--- config.mk ---
export PLATFORM = sky130hd
export DESIGN_NAME = alu_share_arbiter
export DESIGN_NICKNAME = d
export VERILOG_FILES = /design/src/rtl/alu_ctrl_pkg.sv /design/src/rtl/rr_arbiter2.sv /design/src/rtl/alu_share_arbiter.sv
export SDC_FILE = /design/constraint.sdc
export NUM_CORES = 1
export LEC_CHECK = 0
export ABC_AREA = 1
export CAP_MARGIN = 20
export CORE_ASPECT_RATIO = 1.1
export CORE_MARGIN = 5
export CORE_UTILIZATION = 40
export DETAILED_ROUTE_END_ITERATION = 8
export PLACE_DENSITY_LB_ADDON = 0.2
export SLEW_MARGIN = 40
export SYNTH_ARGS = -nofsm -noshare
export SYNTH_HDL_FRONTEND = slang
export SYNTH_SLANG_ARGS = --single-unit
--- constraint.sdc ---
create_clock -name clk -period 1.9 [get_ports clk]
set_clock_uncertainty 0.15 [all_clocks]
set_input_delay 0.38 -clock clk [delete_from_list [all_inputs] [get_ports clk]]
set_output_delay 0.38 -clock clk [all_outputs]
set_load 0.01 [all_outputs]
--- src/rtl/alu_ctrl_pkg.sv ---
// Shared constants for the ALU share arbiter: widths, opcodes and FSM encoding.
// Opcodes above OP_LUI are passed to the ALU untouched; the ALU decides what they mean.
package alu_ctrl_pkg;

    localparam int DATA_WIDTH = 32;
    localparam int OP_WIDTH   = 4;

    localparam logic [OP_WIDTH-1:0] OP_AND = 4'd0;
    localparam logic [OP_WIDTH-1:0] OP_OR  = 4'd1;
    localparam logic [OP_WIDTH-1:0] OP_NOR = 4'd2;
    localparam logic [OP_WIDTH-1:0] OP_ADD = 4'd3;
    localparam logic [OP_WIDTH-1:0] OP_SUB = 4'd4;
    localparam logic [OP_WIDTH-1:0] OP_LUI = 4'd5;

    typedef enum logic [1:0] {
        ST_IDLE = 2'd0,
        ST_EXEC = 2'd1,
        ST_RESP = 2'd2
    } state_e;

endpackage

--- src/rtl/rr_arbiter2.sv ---
// Two-port round-robin arbiter, purely combinational.
// On contention the port that was not granted last wins; a lone requester always wins.
module rr_arbiter2 (
    input  logic       req0_i,
    input  logic       req1_i,
    input  logic       last_grant_i,
    output logic [1:0] grant_o
);

    always_comb begin
        grant_o = 2'b00;
        if (req0_i && req1_i) begin
            grant_o = last_grant_i ? 2'b01 : 2'b10;
        end else if (req0_i) begin
            grant_o = 2'b01;
        end else if (req1_i) begin
            grant_o = 2'b10;
        end
    end

endmodule

--- src/rtl/alu_share_arbiter.sv ---
// Shares one combinational ALU between two requesters, one operation in flight.
//   state   | meaning
//   IDLE    | waiting for a request; grant, accept and latch operands
//   EXEC    | operands drive the ALU; result captured at cycle end
//   RESP    | response held for the granted port until it is consumed
module alu_share_arbiter #(
    parameter int DATA_WIDTH = alu_ctrl_pkg::DATA_WIDTH,
    parameter int OP_WIDTH   = alu_ctrl_pkg::OP_WIDTH
) (
    input  logic                  clk,
    input  logic                  reset,

    input  logic                  req0_valid,
    input  logic [OP_WIDTH-1:0]   req0_op,
    input  logic [DATA_WIDTH-1:0] req0_a,
    input  logic [DATA_WIDTH-1:0] req0_b,
    output logic                  req0_ready,

    input  logic                  req1_valid,
    input  logic [OP_WIDTH-1:0]   req1_op,
    input  logic [DATA_WIDTH-1:0] req1_a,
    input  logic [DATA_WIDTH-1:0] req1_b,
    output logic                  req1_ready,

    output logic                  rsp0_valid,
    output logic [DATA_WIDTH-1:0] rsp0_result,
    output logic                  rsp0_zero,
    input  logic                  rsp0_ready,

    output logic                  rsp1_valid,
    output logic [DATA_WIDTH-1:0] rsp1_result,
    output logic                  rsp1_zero,
    input  logic                  rsp1_ready,

    output logic [OP_WIDTH-1:0]   alu_operation,
    output logic [DATA_WIDTH-1:0] alu_a,
    output logic [DATA_WIDTH-1:0] alu_b,
    input  logic [DATA_WIDTH-1:0] alu_result,
    input  logic                  alu_zero
);

    import alu_ctrl_pkg::*;

    state_e                state_q, state_d;
    logic                  grant_q, grant_d;
    logic                  last_grant_q, last_grant_d;
    logic [OP_WIDTH-1:0]   op_q, op_d;
    logic [DATA_WIDTH-1:0] a_q, a_d;
    logic [DATA_WIDTH-1:0] b_q, b_d;
    logic [DATA_WIDTH-1:0] rsp0_result_q, rsp0_result_d;
    logic [DATA_WIDTH-1:0] rsp1_result_q, rsp1_result_d;
    logic                  rsp0_zero_q, rsp0_zero_d;
    logic                  rsp1_zero_q, rsp1_zero_d;
    logic [1:0]            arb_grant;
    logic                  granted_rsp_ready;

    rr_arbiter2 u_rr_arbiter2 (
        .req0_i       (req0_valid),
        .req1_i       (req1_valid),
        .last_grant_i (last_grant_q),
        .grant_o      (arb_grant)
    );

    assign granted_rsp_ready = grant_q ? rsp1_ready : rsp0_ready;

    always_ff @(posedge clk) begin
        if (reset) begin
            state_q       <= ST_IDLE;
            grant_q       <= 1'b0;
            last_grant_q  <= 1'b1;
            op_q          <= '0;
            a_q           <= '0;
            b_q           <= '0;
            rsp0_result_q <= '0;
            rsp1_result_q <= '0;
            rsp0_zero_q   <= 1'b0;
            rsp1_zero_q   <= 1'b0;
        end else begin
            state_q       <= state_d;
            grant_q       <= grant_d;
            last_grant_q  <= last_grant_d;
            op_q          <= op_d;
            a_q           <= a_d;
            b_q           <= b_d;
            rsp0_result_q <= rsp0_result_d;
            rsp1_result_q <= rsp1_result_d;
            rsp0_zero_q   <= rsp0_zero_d;
            rsp1_zero_q   <= rsp1_zero_d;
        end
    end

    always_comb begin
        state_d       = state_q;
        grant_d       = grant_q;
        last_grant_d  = last_grant_q;
        op_d          = op_q;
        a_d           = a_q;
        b_d           = b_q;
        rsp0_result_d = rsp0_result_q;
        rsp1_result_d = rsp1_result_q;
        rsp0_zero_d   = rsp0_zero_q;
        rsp1_zero_d   = rsp1_zero_q;
        req0_ready    = 1'b0;
        req1_ready    = 1'b0;
        alu_operation = '0;
        alu_a         = '0;
        alu_b         = '0;

        unique case (state_q)
            ST_IDLE: begin
                // Accept pulses are combinational, so reset must mask them directly.
                if (!reset && (arb_grant != 2'b00)) begin
                    req0_ready = arb_grant[0];
                    req1_ready = arb_grant[1];
                    grant_d    = arb_grant[1];
                    op_d       = arb_grant[1] ? req1_op : req0_op;
                    a_d        = arb_grant[1] ? req1_a  : req0_a;
                    b_d        = arb_grant[1] ? req1_b  : req0_b;
                    state_d    = ST_EXEC;
                end
            end
            ST_EXEC: begin
                alu_operation = op_q;
                alu_a         = a_q;
                alu_b         = b_q;
                if (grant_q) begin
                    rsp1_result_d = alu_result;
                    rsp1_zero_d   = alu_zero;
                end else begin
                    rsp0_result_d = alu_result;
                    rsp0_zero_d   = alu_zero;
                end
                state_d = ST_RESP;
            end
            ST_RESP: begin
                if (granted_rsp_ready) begin
                    last_grant_d = grant_q;
                    state_d      = ST_IDLE;
                end
            end
            default: begin
                state_d = ST_IDLE;
            end
        endcase
    end

    assign rsp0_valid  = (state_q == ST_RESP) && !grant_q;
    assign rsp1_valid  = (state_q == ST_RESP) &&  grant_q;
    assign rsp0_result = rsp0_result_q;
    assign rsp1_result = rsp1_result_q;
    assign rsp0_zero   = rsp0_zero_q;
    assign rsp1_zero   = rsp1_zero_q;

endmodule

Word level (Yosys, flattened, before mapping). Index checks and enable logic that the tools add are counted.

Register bits after elaboration: 138. Bits of input ports: 175. Output and inout port bits: 138. Logic and storage cells: 46.

Equal/unequal tests: 4. Mux-type cells: 18. Bitwise gates (word level): 1. Reduce and logical (&&, ||, !) cells: 13.

Operators with widths (count): 32-bit 2-to-1 mux (4); 2-bit 2-to-1 mux (6); 2-bit AND reduction (5); 4-bit 2-to-1 mux (2); 2-bit one-hot mux with 3 select lines (1); 1-bit 2-to-1 mux (5); 1-bit logical AND (4); 2-bit != test (second input constant) (2); 2-bit by 1-bit equality test with 1-bit output (second input constant) (1); 2-bit equality test (second input constant) (1); 1-bit zero test (2); 2-bit zero test (1); 2-bit nonzero test (1); 1-bit NOT (1).

Depth between registers and ports, before layout. Gate-level depths: netlist of the first run.

Depth in word-level cells: 7. Depth in mapped cells: 8. Gate-level depth less buffers: 6.

Hierarchy. From an unflattened synthesis of the first run, not the netlist that was laid out.

Cells, all modules: 1046. Area total of the unflattened synthesis: 6394.9 um2.

By module, submodules not included: alu_share_arbiter (times used 1, cells each 1041, area each 6373.6 um2, seq. area each 2762.6 um2); rr_arbiter2 (times used 1, cells each 5, area each 21.3 um2, seq. area each 0.0 um2).

Worst setup path after synthesis of the first run. Ideal clock, no wire load.

Path type: input port to output port. From: in reset. To: out req1_ready. Arrival: 1193 ps. Data required time: 1370 ps. Setup slack: 177 ps. Stages: 7. Path buffers: 2. Path through: buf_2 inv_2 nand2_1 nor2_2 buf_2 nand2_1 inv_1.

Longest elaborated chain between the ends: 4.

Ends and longest elaborated chain: from (decl) (RTL line alu_share_arbiter.sv:11) `input logic reset,`; 1-bit zero test (RTL line alu_share_arbiter.sv:112) `if (!reset && (arb_grant != 2'b00)) begin`; 1-bit logical AND (RTL line alu_share_arbiter.sv:112); 1-bit 2-to-1 mux (RTL line alu_share_arbiter.sv:112); 1-bit 2-to-1 mux (RTL line alu_share_arbiter.sv:109) `unique case (state_q)`; to (decl) (RTL line alu_share_arbiter.sv:23) `output logic req1_ready,`.

Every way passes these cells.

Final worst setup path of the first run.
From: reg state_q[0]. To: out alu_b[30].

Longest elaborated chain between the ends: 2.

Ends and longest elaborated chain: from (decl) (RTL line alu_share_arbiter.sv:44) `state_e state_q, state_d;`; from (signal assigned) (RTL line alu_share_arbiter.sv:79) `state_q <= state_d;`; 2-bit by 1-bit equality test with 1-bit output (RTL line alu_share_arbiter.sv:109); 32-bit 2-to-1 mux (RTL line alu_share_arbiter.sv:109); to (decl) (RTL line alu_share_arbiter.sv:37) `output logic [DATA_WIDTH-1:0] alu_b,`.

Every way passes these cells.

==> impl_metrics.json, run 1 <==
{
  "status": "finished, violations left",
  "violations": "setup timing",
  "synth_top_family_by_area": "simple AND/OR/NAND/NOR gates",
  "crit_end": "alu_b[30]",
  "vias": 7321,
  "swShare_pct": 29.5,
  "postSynthCellCount": 991,
  "cts_tree": "yes",
  "die-area_um2": 18700,
  "cts_buffers": 17,
  "grt_pass1_wl_um": 35100,
  "dp.cells": 1465,
  "r2r_setup_slack_ps": 120,
  "crit_arrival_ps": 1560,
  "yosysUniqueCellTypes": 18,
  "cts_max_path_buffers": 2,
  "worst_pin_slew_ps": 756,
  "antenna_left": 0,
  "grt_pass1_vias": 6856,
  "stdcell_area_um2": 10400,
  "fmax_ghz": 0.478,
  "hold_class": "in2reg",
  "ioPinCount": 313,
  "crit_type": "reg2out",
  "synth_adder_area_share_pct": 0,
  "slew_violations": 0,
  "drt-total-wl_um": 22800,
  "fin_crit_sh_pct": 110,
  "yosysSeqAreaShare_pct": 42.9,
  "fin_crit_ps": 2090,
  "met1_length_um": 9060,
  "place_congestion": 0.862,
  "globalRouteOverflowTotal": 0,
  "power.density_nw_per_um2": 820,
  "hpwl_um": 15600,
  "synth_top_area_share_pct": 42.9,
  "crit_start": "state_q[0]",
  "synth_fp_nets": 1166,
  "critPathLaunchType": "flop",
  "coreArea_um2": 15700,
  "power_switching_mw": 2.52,
  "first_iter_violations": 374,
  "fin_hold_ws_ps": 207,
  "tns_ps": -7310,
  "finish.utilization_pct": 66.2,
  "synthMuxAreaShare_pct": 0,
  "rows": 48,
  "slowest_stage": "dfxtp_2",
  "yosysTopAreaCell": "dfxtp_1",
  "setup_ws_ps": -191,
  "internal_power_mw": 6.02,
  "rsz0062_at_grt": "yes",
  "r2r_start": "state_q[0]",
  "via_per_inst": 4.85,
  "setup_viol": 70,
  "drv_cap": 0,
  "num-nets-final": 1469,
  "placed_cell_area_um2": 9870,
  "clk_pin_slew_worst_paths_ps": 60,
  "die_w_um": 131,
  "critPathRequiredTime_ps": 1370,
  "postCtsHoldBufs": 0,
  "worstReg2RegEnd": "rsp1_result[24]",
  "path_max_fanout": 8,
  "rr_worst_depth": 9,
  "cpPeakStageDelay_ps": 340,
  "ys_ff_latch": 138,
  "drt-pass1-iter-count": 7,
  "total_power_mw": 8.54,
  "fin_cells": 1509,
  "synth_warnings": 0,
  "drive_gt1_share_pct": 15.0,
  "syn_avg_cell_area_um2": 6.50,
  "slew_headroom_pct": 49.6,
  "synth-xor-area-share_pct": 0,
  "drc": 0,
  "wl_met3_um": 1800,
  "pre_cts_ws_ps": -541,
  "p_leak_nw": 4.71,
  "clock-sinks": 138,
  "syn_area_um2": 6440,
  "met2RoutedLength_um": 11300,
  "path_cells": "inv_2, nor2_4, clkinv_4, buf_8, buf_6, nor2_1, buf_2",
  "syn_to_final_growth_pct": 61.7,
  "ys_top_cells_by_area": "dfxtp_1, nand3_1, nand2_1",
  "hold_viol_final": 0,
  "routedWlPerCell_um": 15.1,
  "port_buffers": 312,
  "power_frac_clock_pct": 37.8,
  "synth_compound_area_share_pct": 10.9,
  "clock_latency_ps": 420,
  "antenna_found_initial": 2,
  "start_util_pct": 40.9,
  "cts_root_buffer": "clkbuf_16",
  "die_h_um": 143,
  "critical_path.endpoint_type": "output port",
  "htree_levels": 4,
  "pwr-share-seq_pct": 38.6,
  "highest_layer": "met4",
  "yosys.area_share.simple_pct": 32.8,
  "vdd_drop_max_mv": 0.701,
  "track_usage_pct": 23.4,
  "grt_max_degree": 87,
  "combinationalPowerShare_pct": 23.6
}
## Yosys cell counts, drive strengths merged
cell type,instances
clkbuf,46
nand2,214
inv,143
clkinv,1
dfxtp,138
o211ai,1
o21ai,70
nand4,1
nand3,202
buf,31
a21oi,68
nor2,76
## flip-flops by register name (all words and copies together) (netlist names)
| name | cells |
|---|---|
| a_q | 32 |
| b_q | 32 |
| rsp0_result | 32 |
| rsp1_result | 32 |
| op_q | 4 |
| state_q | 2 |
| grant_q | 1 |
| last_grant_q | 1 |
| rsp0_zero | 1 |
| rsp1_zero | 1 |
## cell usage in the layout (no fill, tap or decap), types with 4 or more instances in the layout
cell	instances
a21oi_1	67
buf_12	6
buf_2	60
buf_4	37
buf_6	17
clkbuf_16	17
clkdlybuf4s50_1	237
dfxtp_1	136
inv_1	139
inv_6	6
nand2_1	209
nand2_2	4
nand3_1	202
nor2_1	45
nor2_2	20
nor2_4	11
o21ai_0	50
o21ai_1	20
## routing by layer
metal	vias to the layer above	track usage [%]
li1	3737	-
met1	3299	28.1
met2	244	38.9
met3	41	7.18
met4	0	9.58
met5	-	0
## layout make-up
type | instances | area [um^2]
Timing Repair Buffer | 361 | 3300
Multi-Input combinational cell | 632 | 2970
Antenna cell | 2 | 5.00
Clock buffer | 18 | 439
Fill cell | 1463 | 5330
Sequential cell | 138 | 2770
Tap cell | 200 | 250
Inverter | 144 | 546
Clock inverter | 14 | 135
## worst max-delay path: cells and delay by family, from the launching register on
| kind | cells | cell delay [ps] |
|---|---|---|
| buf+inv | 5 | 610 |
| flops | 1 | 340 |
| simple gates | 2 | 190 |
## timing repair
item / 4_1_cts / 5_1_grt
gates resized for setup: 303 / 61
endpoints found under the setup margin: 143 / 197
buffers inserted: 4 / 7
pin swaps: 3 / 5
## power by group through the flow
stage	Clock [mW]	Combinational (mW)	Sequential, mW
after floorplan	0	0.959	3.36
after global placement	0	1.96	3.34
after detailed placement	0	1.98	3.35
after CTS	3.29	1.92	3.29
after global routing	3.42	2.26	3.32
final	3.23	2.02	3.29
## cell families after synthesis
group | after synthesis
buf+inv | 221
flops | 138
compound gates | 139
simple gates | 493
## how the worst min path moves through the flow
| stage | startpoint | to | depth (start not counted) |
|---|---|---|---|
| after floorplan | rsp0_result[31] | rsp0_result[31] | 2 |
| after global placement | rsp0_result[0] | rsp0_result[0] | 2 |
| after detailed placement | rsp1_result[19] | rsp1_result[19] | 2 |
| after CTS | reset | last_grant_q | 4 |
| after global routing | reset | last_grant_q | 4 |
| final | reset | last_grant_q | 4 |
Power figures use the tool's default switching activity.
==> inputs of run 2 (changes only) <==
clock period = 2 ns   (was 1.9 ns; I/O delays follow)
==> run 2 against run 1 <==
  * Critical path depth decreased by 1
  * The flow still finishes with violations (setup timing)
  * Sequential share of layout area increased by 0.24 points
  * Flip-flop and latch count unchanged
  * Total power decreased by 3.8%
  * Register-to-register slack about the same
  * Combinational power decreased by 7%
  * Global-route usage about the same
  * Critical endpoint is now alu_b[1]
  * First-iteration DRC count increased by 17%
  * Largest power group is now clock
==> impl_metrics.json, run 2 (same netlist as run 1, synthesis figures left out) <==
{
  "worst_pin_slew_ps": 730,
  "multi_input_area_um2": 2940,
  "violations": "setup timing",
  "start_util_pct": 40.9,
  "hold_class": "in2reg",
  "num-nets-final": 1459,
  "tns_ps": -449,
  "final_common_cell": "clkdlybuf4s50_1",
  "cts_buffers": 17,
  "placed_cell_area_um2": 9840,
  "cpPeakStageDelay_ps": 360,
  "die_w_um": 131,
  "ioPinCount": 313,
  "critPathRequiredTime_ps": 1450,
  "first_iter_violations": 439,
  "path_max_fanout": 16,
  "syn_to_final_growth_pct": 60.3,
  "cts_tree": "yes",
  "clock-sinks": 138,
  "critPathLaunchType": "flop",
  "die_h_um": 143,
  "clk_pin_slew_worst_paths_ps": 50,
  "grt_pass1_wl_um": 35300,
  "cp_top_family": "buffers and inverters",
  "fin_hold_ws_ps": 220,
  "stdcell_area_um2": 10300,
  "regArea_um2": 2770,
  "cts_max_path_buffers": 2,
  "drive_gt1_share_pct": 14.3,
  "antenna_found_initial": 1,
  "path_cells": "inv_2, nor2_4, inv_8, clkbuf_16, nor2_1, buf_2",
  "die-area_um2": 18700,
  "total_power_mw": 8.21,
  "htree_levels": 4,
  "hold_viol_final": 0,
  "rsz0062_at_grt": "yes",
  "slew_headroom_pct": 51.4,
  "vdd_drop_max_mv": 0.561,
  "critical_path.endpoint_type": "output port",
  "fin_crit_ps": 2040,
  "slowest_stage": "dfxtp_2",
  "antenna_left": 0,
  "grt_pass1_vias": 6816,
  "globalRouteOverflowTotal": 0,
  "drv_cap": 0,
  "crit_type": "reg2out",
  "via_per_inst": 4.89,
  "routedWlPerCell_um": 15.4,
  "timing.critical_path.buf_inv": 4,
  "pre_cts_ws_ps": -503,
  "fmax_ghz": 0.491,
  "cts_root_buffer": "clkbuf_16",
  "crit_arrival_ps": 1490,
  "setup_viol": 26,
  "drt-pass1-iter-count": 4,
  "fin_crit_sh_pct": 102,
  "p_leak_nw": 4.67,
  "rows": 48,
  "coreArea_um2": 15700,
  "clock_latency_ps": 400,
  "grt_max_degree": 87,
  "vias": 7314,
  "place_congestion": 0.844,
  "drt-total-wl_um": 23000,
  "slew_violations": 0,
  "hpwl_um": 15700,
  "setup_ws_ps": -38.6,
  "most-common-layout-cells": "clkdlybuf4s50_1, nand2_1, nand3_1",
  "fillers": 1474,
  "status": "finished, violations left",
  "drc": 0,
  "power.density_nw_per_um2": 796,
  "track_usage_pct": 23.5,
  "port_buffers": 312
}
[run 2: what timing repair did]
item,4_1_cts,5_1_grt
gates cloned,0,1
buffers inserted,2,1
gates resized for setup,282,62
setup endpoints to repair,82,116
hold buffers,0,0
pin swaps,2,1
endpoints found under the hold margin,0,0
[run 2: where the power goes]
| group | internal [mW] | switching [mW] |
|---|---|---|
| combinational | 0.881 | 1.00 |
| sequential | 3.04 | 0.0905 |
| clock | 2.02 | 1.18 |
| total | 5.94 | 2.27 |
[run 2: worst paths after layout]
check / start / end / slack [ps] / depth (start not counted)
setup / recovery: state_q[0] / alu_b[1] / -40 / 6
hold reg to reg: rsp1_result[31] / rsp1_result[31] / 310 / 2
setup reg to reg: state_q[0] / rsp1_result[23] / 130 / 8
hold / removal: reset / last_grant_q / 220 / 4
[run 2: worst min-delay path: cells and delay by family]
kind | cells | cell delay, ps
AOI/OAI and AO/OA | 1 | 80
buffers and inverters | 3 | 250
[run 2: layout make-up]
class / instances / share of cell area (%)
well taps: 200 / 2.43
repair buffers: 351 / 31.1
flip-flops and latches: 138 / 26.8
inverters: 144 / 5.31
clock buffers: 20 / 4.43
clock inverters: 11 / 1.41
diodes: 1 / 0.0243
multi-input cells: 632 / 28.5
[run 2: layer usage]
metal / part of all wire [%] / GRT usage (%)
met4: 2.0 / 7.09
met5: 0 / 0
met1: 39 / 27.9
met2: 51 / 40.3
met3: 8.8 / 7.48
[run 2: stage by stage]
step	std cells	util, %
6_report	1497	65.6
5_1_grt	1497	65.6
4_1_cts	1494	64.6
3_5_place_dp	1461	62.5
3_3_place_gp	1461	62.5
2_1_floorplan	991	-
==> inputs of run 3 (changes only) <==
HOLD_SLACK_MARGIN = 0.03   (was default)
RECOVER_POWER = 25   (was default)
==> run 3 against run 2 <==
  * Highest routed layer unchanged
  * The run still ends with setup timing left
  * Critical path depth unchanged
  * Routed wire length decreased by 0.20%
  * Setup slack improved by 1.6 ps
  * Clock power about the same
  * Flip-flop and latch count unchanged
==> impl_metrics.json, run 3 (same netlist as run 1, synthesis figures left out) <==
{
  "r2r_start": "state_q[0]",
  "path_max_fanout": 16,
  "crit_end": "alu_b[1]",
  "tns_ps": -442,
  "clock-sinks": 138,
  "drive_gt1_share_pct": 14.2,
  "status": "finished, violations left",
  "cts_tree": "yes",
  "crit_type": "reg2out",
  "fin_hold_ws_ps": 220,
  "clk_pin_slew_worst_paths_ps": 50,
  "drt-total-wl_um": 22900,
  "slew_headroom_pct": 47.6,
  "die-area_um2": 18700,
  "cts_buffers": 17,
  "first_iter_violations": 395,
  "crit_start": "state_q[0]",
  "num-nets-final": 1459,
  "fin_crit_ps": 2040,
  "slew_violations": 0,
  "rr_worst_depth": 8,
  "track_usage_pct": 23.5,
  "coreArea_um2": 15700,
  "grt_max_degree": 87,
  "setup_ws_ps": -37.0,
  "globalRouteOverflowTotal": 0,
  "worst_pin_slew_ps": 785,
  "postCtsHoldBufs": 0,
  "fmax_ghz": 0.491,
  "rows": 48,
  "cts_max_path_buffers": 2,
  "critical_path.endpoint_type": "output port",
  "cts_root_buffer": "clkbuf_16",
  "final_common_cell": "clkdlybuf4s50_1",
  "r2r_setup_slack_ps": 70,
  "via_per_inst": 4.88,
  "critPathRequiredTime_ps": 1450,
  "fin_crit_sh_pct": 102,
  "antenna_left": 0,
  "vias": 7311,
  "die_w_um": 131,
  "worstReg2RegEnd": "rsp1_result[29]",
  "syn_to_final_growth_pct": 60.1,
  "antenna_found_initial": 1,
  "ioPinCount": 313,
  "power.density_nw_per_um2": 796,
  "die_h_um": 143,
  "violations": "setup timing",
  "setup_viol": 26,
  "rsz0062_at_grt": "yes",
  "place_congestion": 0.844,
  "clock_latency_ps": 400,
  "critPathLaunchType": "flop",
  "htree_levels": 4,
  "pre_cts_ws_ps": -503,
  "routedWlPerCell_um": 15.3,
  "vdd_drop_max_mv": 0.561,
  "drc": 0,
  "crit_arrival_ps": 1490,
  "drt-pass1-iter-count": 6,
  "hold_class": "in2reg",
  "hpwl_um": 15700,
  "hold_viol_final": 0,
  "p_leak_nw": 4.67,
  "start_util_pct": 40.9,
  "grt_pass1_wl_um": 35300,
  "drv_cap": 0,
  "most-common-layout-cells": "clkdlybuf4s50_1, nand2_1, nand3_1",
  "grt_pass1_vias": 6816,
  "port_buffers": 312
}
## run 3: what timing repair did
| action | 4_1_cts | 5_1_grt |
|---|---|---|
| gates resized for setup | 282 | 62 |
| buffers inserted | 2 | 1 |
| endpoints found under the setup margin | 82 | 116 |
| pin swaps | 2 | 1 |
| cloned | 0 | 1 |
## run 3: critical path, stage by stage, from the launching register on
cell       delay, ps
dfxtp_2          350
inv_2             60
nor2_4           140
inv_8            100
clkbuf_16        190
nor2_1            90
buf_2            140
## run 3: stage by stage
stage                     cells  total power, mW  area (um^2)  util [%]
after floorplan             991             4.10         6440         -
final                      1497             8.20        10300      65.5
after CTS                  1494             8.19        10200      64.6
after global routing       1497             8.64        10300      65.5
after detailed placement   1461             5.06         9840      62.5
after global placement     1461             5.03         9840      62.5
## run 3: worst min path at each step
stage	from	to	slack, ps	cells after the start
6_report	reset	last_grant_q	220	4
3_5_place_dp	rsp0_result[21]	rsp0_result[21]	300	2
2_1_floorplan	rsp0_result[31]	rsp0_result[31]	340	2
4_1_cts	reset	last_grant_q	210	4
3_3_place_gp	rsp0_result[2]	rsp0_result[2]	300	2
5_1_grt	reset	last_grant_q	210	4
## run 3: area by class of cell
class                      instances  area, um^2
multi-input combinational        632        2940
inverter                         144         548
antenna                            1        2.50
timing repair buffer             351        3200
clock buffer                      20         457
clock inverter                    11         145
fill                            1475        5420
tap                              200         250
sequential                       138        2770
## run 3: routing by layer
| layer | GRT usage [%] | wire length [um] | vias to the layer above |
|---|---|---|---|
| met5 | 0 | 0 | - |
| met4 | 7.09 | 479 | 0 |
| met3 | 7.48 | 1900 | 31 |
| met2 | 40.3 | 11700 | 244 |
| met1 | 27.9 | 8860 | 3323 |
| li1 | - | - | 3713 |
## run 3: where the power goes
group / switching (mW) / total, mW / internal, mW
registers: 0.0902 / 3.13 / 3.04
clock network: 1.18 / 3.20 / 2.02
logic: 1.00 / 1.88 / 0.879
